$ cat config.mk
export PLATFORM = sky130hd
export DESIGN_NAME = bp_be_stall_attribution_counters
export DESIGN_NICKNAME = d
export VERILOG_FILES = /design/src/rtl/bp_be_pkg.sv /design/src/rtl/bp_be_stall_attr_pipe.sv /design/src/rtl/bp_be_stall_attribution_counters.sv
export SDC_FILE = /design/constraint.sdc
export NUM_CORES = 2
export LEC_CHECK = 0
export ABC_CLOCK_PERIOD_IN_PS = 73100
export BUFFER_PORTS_ARGS = -buffer_cell sky130_fd_sc_hd__buf_2
export CORE_ASPECT_RATIO = 0.9
export CORE_MARGIN = 1.5
export CORE_UTILIZATION = 45
export DETAILED_ROUTE_END_ITERATION = 10
export GPL_ROUTABILITY_DRIVEN = 0
export PLACE_DENSITY = 0.61
export SYNTH_ARGS = -nofsm -noshare
export SYNTH_HDL_FRONTEND = slang
export SYNTH_SLANG_ARGS = --single-unit
$ cat constraint.sdc
create_clock -name clk_i -period 73.1 [get_ports clk_i]
set_clock_uncertainty 0.2 [all_clocks]
set_input_delay 0 -clock clk_i [delete_from_list [all_inputs] [get_ports clk_i]]
set_output_delay 0 -clock clk_i [all_outputs]
set_load 0.03 [all_outputs]
$ cat src/rtl/bp_be_pkg.sv
// Shared types and counter-map helpers for the backend stall attribution counters.
package bp_be_pkg;

    localparam int bp_num_stall_reasons_gp = 24;

    // Counter map: reasons first, then instret, then cycles.
    function automatic int bp_instret_cnt_offset(input int num_reasons);
        return num_reasons;
    endfunction

    function automatic int bp_cycle_cnt_offset(input int num_reasons);
        return num_reasons + 1;
    endfunction

    localparam int bp_instret_cnt_offset_gp = bp_num_stall_reasons_gp;
    localparam int bp_cycle_cnt_offset_gp   = bp_num_stall_reasons_gp + 1;
    localparam int bp_num_stall_cnts_gp     = bp_num_stall_reasons_gp + 2;

    typedef enum logic [4:0] {
        e_stall_unknown         = 5'd0,
        e_stall_icache_miss     = 5'd1,
        e_stall_itlb_miss       = 5'd2,
        e_stall_branch_override = 5'd3,
        e_stall_ret_override    = 5'd4,
        e_stall_fe_cmd          = 5'd5,
        e_stall_fe_cmd_fence    = 5'd6,
        e_stall_mispredict      = 5'd7,
        e_stall_control_haz     = 5'd8,
        e_stall_long_haz        = 5'd9,
        e_stall_data_haz        = 5'd10,
        e_stall_aux_dep         = 5'd11,
        e_stall_load_dep        = 5'd12,
        e_stall_mul_dep         = 5'd13,
        e_stall_fma_dep         = 5'd14,
        e_stall_sb_iraw_dep     = 5'd15,
        e_stall_sb_fraw_dep     = 5'd16,
        e_stall_struct_haz      = 5'd17,
        e_stall_idiv_haz        = 5'd18,
        e_stall_fdiv_haz        = 5'd19,
        e_stall_dtlb_miss       = 5'd20,
        e_stall_dcache_miss     = 5'd21,
        e_stall_ptw_busy        = 5'd22,
        e_stall_exception       = 5'd23
    } bp_stall_reason_e;

endpackage

$ cat src/rtl/bp_be_stall_attr_pipe.sv
// OR/shift attribution pipe, commit delay chain and tail priority encoder.
module bp_be_stall_attr_pipe
    import bp_be_pkg::*;
#(
    parameter int num_stages_p   = 8,
    parameter int num_reasons_p  = bp_num_stall_reasons_gp,
    parameter int commit_width_p = 1,
    parameter int commit_delay_p = 1,
    localparam int commit_cnt_width_lp = $clog2(commit_width_p + 1),
    localparam int reason_width_lp     = $clog2(num_reasons_p)
) (
    input  logic                                    clk_i,
    input  logic                                    reset_i,
    input  logic                                    freeze_i,
    input  logic                                    en_i,
    input  logic [num_stages_p*num_reasons_p-1:0]   stage_event_i,
    input  logic [commit_cnt_width_lp-1:0]          commit_cnt_i,
    output logic [reason_width_lp-1:0]              reason_o,
    output logic                                    stall_o,
    output logic [commit_cnt_width_lp-1:0]          commit_d_o
);

    logic [num_stages_p-1:0][num_reasons_p-1:0] stall_r;
    logic [num_stages_p-1:0][num_reasons_p-1:0] stall_n;
    logic [num_reasons_p-1:0]                   tail;
    logic [reason_width_lp-1:0]                 tail_reason;
    logic [commit_cnt_width_lp-1:0]             commit_d;

    // Each stage ORs its own events onto whatever arrived from upstream.
    for (genvar s = 0; s < num_stages_p; s++) begin : g_stage
        logic [num_reasons_p-1:0] inject;
        assign inject = stage_event_i[s*num_reasons_p +: num_reasons_p];
        if (s == 0) begin : g_head
            assign stall_n[s] = freeze_i ? '0 : inject;
        end else begin : g_body
            assign stall_n[s] = freeze_i ? '0 : (stall_r[s-1] | inject);
        end
    end

    // Attribution pipe registers.
    always_ff @(posedge clk_i or posedge reset_i) begin
        if (reset_i) begin
            stall_r <= '0;
        end else begin
            stall_r <= stall_n;
        end
    end

    if (commit_delay_p == 0) begin : g_no_delay
        assign commit_d = commit_cnt_i;
    end else begin : g_delay
        logic [commit_delay_p-1:0][commit_cnt_width_lp-1:0] chain_r;

        // Commit delay chain; a freeze drops everything in flight.
        always_ff @(posedge clk_i or posedge reset_i) begin
            if (reset_i) begin
                chain_r <= '0;
            end else if (freeze_i) begin
                chain_r <= '0;
            end else begin
                chain_r[0] <= commit_cnt_i;
                for (int i = 1; i < commit_delay_p; i++) begin
                    chain_r[i] <= chain_r[i-1];
                end
            end
        end

        assign commit_d = chain_r[commit_delay_p-1];
    end

    assign tail = stall_r[num_stages_p-1];

    // Highest set index wins; an empty tail falls through to reason 0.
    always_comb begin
        tail_reason = '0;
        for (int r = 0; r < num_reasons_p; r++) begin
            tail_reason = tail[r] ? reason_width_lp'(r) : tail_reason;
        end
    end

    assign stall_o    = (commit_d == '0) & ~freeze_i & en_i;
    assign reason_o   = stall_o ? tail_reason : '0;
    assign commit_d_o = commit_d;

endmodule

$ cat src/rtl/bp_be_stall_attribution_counters.sv
// Stall attribution counter bank with saturating counters and a 1-cycle read port.
// Optional shadow bank for atomic snapshots: define BP_STALL_ATTRIBUTION_SNAPSHOT_EN.
module bp_be_stall_attribution_counters
    import bp_be_pkg::*;
#(
    parameter int num_stages_p    = 8,
    parameter int num_reasons_p   = bp_num_stall_reasons_gp,
    parameter int counter_width_p = 32,
    parameter int commit_width_p  = 1,
    parameter int commit_delay_p  = 1,
    localparam int commit_cnt_width_lp = $clog2(commit_width_p + 1),
    localparam int reason_width_lp     = $clog2(num_reasons_p),
    localparam int addr_width_lp       = $clog2(num_reasons_p + 2)
) (
    input  logic                                    clk_i,
    input  logic                                    reset_i,
    input  logic                                    freeze_i,
    input  logic                                    en_i,
    input  logic                                    clear_i,
    input  logic [num_stages_p*num_reasons_p-1:0]   stage_event_i,
    input  logic [commit_cnt_width_lp-1:0]          commit_cnt_i,
    input  logic                                    snapshot_i,
    output logic [reason_width_lp-1:0]              reason_o,
    output logic                                    reason_v_o,
    input  logic                                    r_v_i,
    input  logic [addr_width_lp-1:0]                r_addr_i,
    output logic                                    r_v_o,
    output logic [counter_width_p-1:0]              r_data_o
);

    localparam int num_cnts_lp    = num_reasons_p + 2;
    localparam int instret_idx_lp = bp_instret_cnt_offset(num_reasons_p);
    localparam int cycle_idx_lp   = bp_cycle_cnt_offset(num_reasons_p);
    localparam logic [counter_width_p-1:0] one_lp = {{(counter_width_p-1){1'b0}}, 1'b1};

    function automatic logic [counter_width_p-1:0] sat_add(
        input logic [counter_width_p-1:0] a,
        input logic [counter_width_p-1:0] b
    );
        logic [counter_width_p:0] sum;
        sum = {1'b0, a} + {1'b0, b};
        return sum[counter_width_p] ? {counter_width_p{1'b1}} : sum[counter_width_p-1:0];
    endfunction

    logic [reason_width_lp-1:0]                      reason;
    logic                                            stall;
    logic [commit_cnt_width_lp-1:0]                  commit_d;
    logic [num_cnts_lp-1:0][counter_width_p-1:0]     cnt_r;
    logic [num_cnts_lp-1:0][counter_width_p-1:0]     cnt_n;
    logic [num_cnts_lp-1:0][counter_width_p-1:0]     rd_bank;
    logic                                            addr_ok;

    bp_be_stall_attr_pipe #(
        .num_stages_p   (num_stages_p),
        .num_reasons_p  (num_reasons_p),
        .commit_width_p (commit_width_p),
        .commit_delay_p (commit_delay_p)
    ) pipe (
        .clk_i         (clk_i),
        .reset_i       (reset_i),
        .freeze_i      (freeze_i),
        .en_i          (en_i),
        .stage_event_i (stage_event_i),
        .commit_cnt_i  (commit_cnt_i),
        .reason_o      (reason),
        .stall_o       (stall),
        .commit_d_o    (commit_d)
    );

    assign reason_o   = reason;
    assign reason_v_o = stall;

    // Clear beats any same-cycle increment; freeze and disable both hold.
    always_comb begin
        cnt_n = cnt_r;
        if (clear_i) begin
            cnt_n = '0;
        end else if (en_i & ~freeze_i) begin
            for (int i = 0; i < num_reasons_p; i++) begin
                cnt_n[i] = sat_add(cnt_r[i],
                                   (stall && (reason == reason_width_lp'(i))) ? one_lp : '0);
            end
            cnt_n[instret_idx_lp] = sat_add(cnt_r[instret_idx_lp], counter_width_p'(commit_d));
            cnt_n[cycle_idx_lp]   = sat_add(cnt_r[cycle_idx_lp], one_lp);
        end else begin
            cnt_n = cnt_r;
        end
    end

    // Live counter bank.
    always_ff @(posedge clk_i or posedge reset_i) begin
        if (reset_i) begin
            cnt_r <= '0;
        end else begin
            cnt_r <= cnt_n;
        end
    end

`ifdef BP_STALL_ATTRIBUTION_SNAPSHOT_EN
    logic [num_cnts_lp-1:0][counter_width_p-1:0] shadow_r;

    // Shadow captures pre-update (and pre-clear) values; only reset zeroes it.
    always_ff @(posedge clk_i or posedge reset_i) begin
        if (reset_i) begin
            shadow_r <= '0;
        end else if (snapshot_i) begin
            shadow_r <= cnt_r;
        end else begin
            shadow_r <= shadow_r;
        end
    end

    assign rd_bank = shadow_r;
`else
    logic unused_snapshot;
    assign unused_snapshot = snapshot_i;
    assign rd_bank         = cnt_r;
`endif

    assign addr_ok = ({1'b0, r_addr_i} < (addr_width_lp + 1)'(num_cnts_lp));

    // Registered read port; out-of-map addresses return zero with valid set.
    always_ff @(posedge clk_i or posedge reset_i) begin
        if (reset_i) begin
            r_v_o    <= 1'b0;
            r_data_o <= '0;
        end else begin
            r_v_o <= r_v_i;
            if (r_v_i && addr_ok) begin
                r_data_o <= rd_bank[r_addr_i];
            end else begin
                r_data_o <= '0;
            end
        end
    end

endmodule

==> results.json <==
{
  "outcome": "completed",
  "final-setup-viol-count": 0,
  "fin_crit_sh_pct": 7.88,
  "grt_max_degree": 139,
  "fin_ws_ns": 67.34,
  "synth.most_common_cell": "dfrtp_1",
  "synth_cell_type_count": 92,
  "syn_area_um2": 60800,
  "grt_pass1_vias": 54800,
  "syn2layout_area_growth_pct": 19.3,
  "synth_common_cells": "dfrtp_1, nor2_1, nor3_1, clkbuf_1, a21oi_1",
  "synth.avg_cell_area_um2": 9.27,
  "synth_edf_count": 0,
  "slew_headroom_pct": 8.26,
  "clkSinkCount": 1050,
  "hpwl_mm": 149,
  "crit_type": "flip-flop to flip-flop",
  "synth_fp_nets": 6819,
  "synth_seq_area_share_pct": 43.2,
  "dr_total_vias": 59700,
  "fin_nets": 7278,
  "rows": 127,
  "drt_first_pass_iters": 7,
  "initial_utilization_pct": 45.5,
  "p_leak_nw": 29.1,
  "postRouteWirelength_mm": 227,
  "clockRootBuffer": "clkbuf_16",
  "place_worst_setup_slack_ns": 67.51,
  "grt_use_total_pct": 32.4,
  "grt_overflow_total": 0,
  "synth_area_leader_cell": "dfrtp_1",
  "grt_first_pass_wirelength_mm": 344,
  "drive_above_1_share_pct": 10.5,
  "die_h_um": 352,
  "synthTopCellsByArea": "dfrtp_1, nor2_1, mux4_2",
  "synth_warnings": 0,
  "critPathCaptureType": "flip-flop",
  "via_per_inst": 6.68,
  "hold_viol": 0,
  "drt_iter0_markers": 7047,
  "synth_flop_cell": "dfrtp_1",
  "required_ns": 73.55,
  "routedWlPerCell_um": 25.4,
  "cap_viol_max_count": 0,
  "synth_top_area_share_pct": 43.2,
  "finalMaxSlewViolations": 0,
  "dieArea_um2": 137000,
  "ir_drop_mv": 0.0205,
  "period_needed_ns": 5.76,
  "die_w_um": 391,
  "hold_path_class": "input pin to flip-flop",
  "cts_max_path_buffers": 3,
  "cts_buffers": 117,
  "crit_arrival_ns": 6.21,
  "htreeDepth": 3,
  "clk_pin_slew_ns": 0.06,
  "synthCells": 6563,
  "fp.coreArea_um2": 134000,
  "clock_latency_ns": 0.77,
  "io_pins": 244,
  "tritoncts": "done",
  "antenna_found_initial": 13,
  "drc_errors": 0,
  "worst_pin_slew_ns": 1.36,
  "ant_nets": 0,
  "setup_tns_ns": 0,
  "startpoint_type": "flip-flop",
  "rsz0062_at_grt": "no",
  "clock.fmax_mhz": 174,
  "critPathMaxFanout": 7,
  "portBuffers": 234,
  "p_per_area_nw_per_um2": 19.1,
  "synthArstFlopShare_pct": 100,
  "synth-seq-cells": 1050
}
power by group:
| group | internal, W | switching (W) |
|---|---|---|
| sequential | 0.000590 | 0.00000588 |
| combinational | 0.0000396 | 0.0000696 |
| clock | 0.000412 | 0.000271 |
| total | 0.00104 | 0.000347 |
layer usage:
metal	routed length (um)	global-route usage, %	up-vias
met2	94800	45.9	3329
met5	59	0	-
met4	8770	11.3	8
met1	96300	47.1	29500
met3	27100	9.01	455
li1	-	-	26500
path summary, 6_finish.rpt:
path                                      start               end  slack (ns)  depth (start not counted)
max in group asynchronous               reset_i        cnt_r[373]       69.21                          7
worst max register to register  pipe.commit_d_o        cnt_r[335]       67.34                         11
worst min register to register       cnt_r[164]        cnt_r[164]        0.30                          1
worst min-delay path                    clear_i        cnt_r[379]        0.12                          3
min in group asynchronous               reset_i  pipe.stall_r[57]        0.35                          4
worst max-delay path            pipe.commit_d_o        cnt_r[335]       67.34                         11
timing repair:
item / CTS / global route
hold buffers: 490 / 0
resized for setup: 0 / 0
hold endpoints to repair: 470 / 0
buffers inserted: 0 / 0
placed cells by master, fill, tap and decap left out, drive strengths merged, types with 51 or more instances in the layout:
master       Yosys  final
a31oi          284    284
a221oi          53     53
dfrtp         1050   1050
buf            126    314
a41oi           66     66
nor2           780    780
o21ai          320    320
nand3          276    276
o21a            53     53
a21oi          326    326
a211oi         152    152
mux4           128    128
dlygate4sd3      0    490
and2            81     81
nand4          171    171
o22ai           84     84
a2111oi         65     65
inv            106    111
a311oi         116    116
mux2i          164    164
and3           265    265
nand2          263    263
nor4           189    189
ha              51     51
nor3           419    419
clkbuf         338    159
and4           169    169
cell type report:
cell class,count,area (um^2)
clock inverters,64,1060
clock buffers,159,3410
inverters,106,413
flip-flops and latches,1050,26300
multi-input cells,4943,32400
fillers,11500,61100
well taps,1806,2260
repair buffers,804,6770
diodes,5,12.5
through the flow:
stage	area, um^2	util (%)	instances	hold WS (ns)	power, W
after CTS	72500	54.3	8932	0.114	0.00139
after global placement	63200	47.3	8219	0.0101	0.000686
after floorplan	60800	-	6563	-0.169	0.000657
after detailed placement	63200	47.3	8219	0.00821	0.000687
after global routing	72500	54.3	8933	0.144	0.00143
final	72500	54.3	8937	0.118	0.00139
cell families (layout without fill, tap and decap cells):
kind of cell	count (synthesis)	count (layout)	synth area share, %
simple gates	2818	2818	24.7
compound gates	1733	1733	19.2
buf+inv	570	1133	3.70
flops	1050	1050	43.2
other cells	0	5	0
mux	296	296	7.52
fa+ha+maj	51	51	1.05
xor+xnor	45	45	0.648
critical path, cell delays in order, from the launching register on:
cell	delay, ns
dfrtp_1	0.58
nand2b_1	0.43
inv_1	0.29
nand3_1	0.19
nor3_1	0.31
nand4_1	0.39
nor3_1	0.85
ha_1	0.41
nand4_1	0.36
nor4_1	1.08
o21ai_0	0.24
a221oi_1	0.29
sequential cells by signal (all words and copies together), names as in the netlist:
name,cells
pipe.stall_r,161
cnt_r,832
pipe.commit_d_o,1
r_data_o,32
pipe.tail,23
r_v_o,1
(Power assumes the default switching activity.)
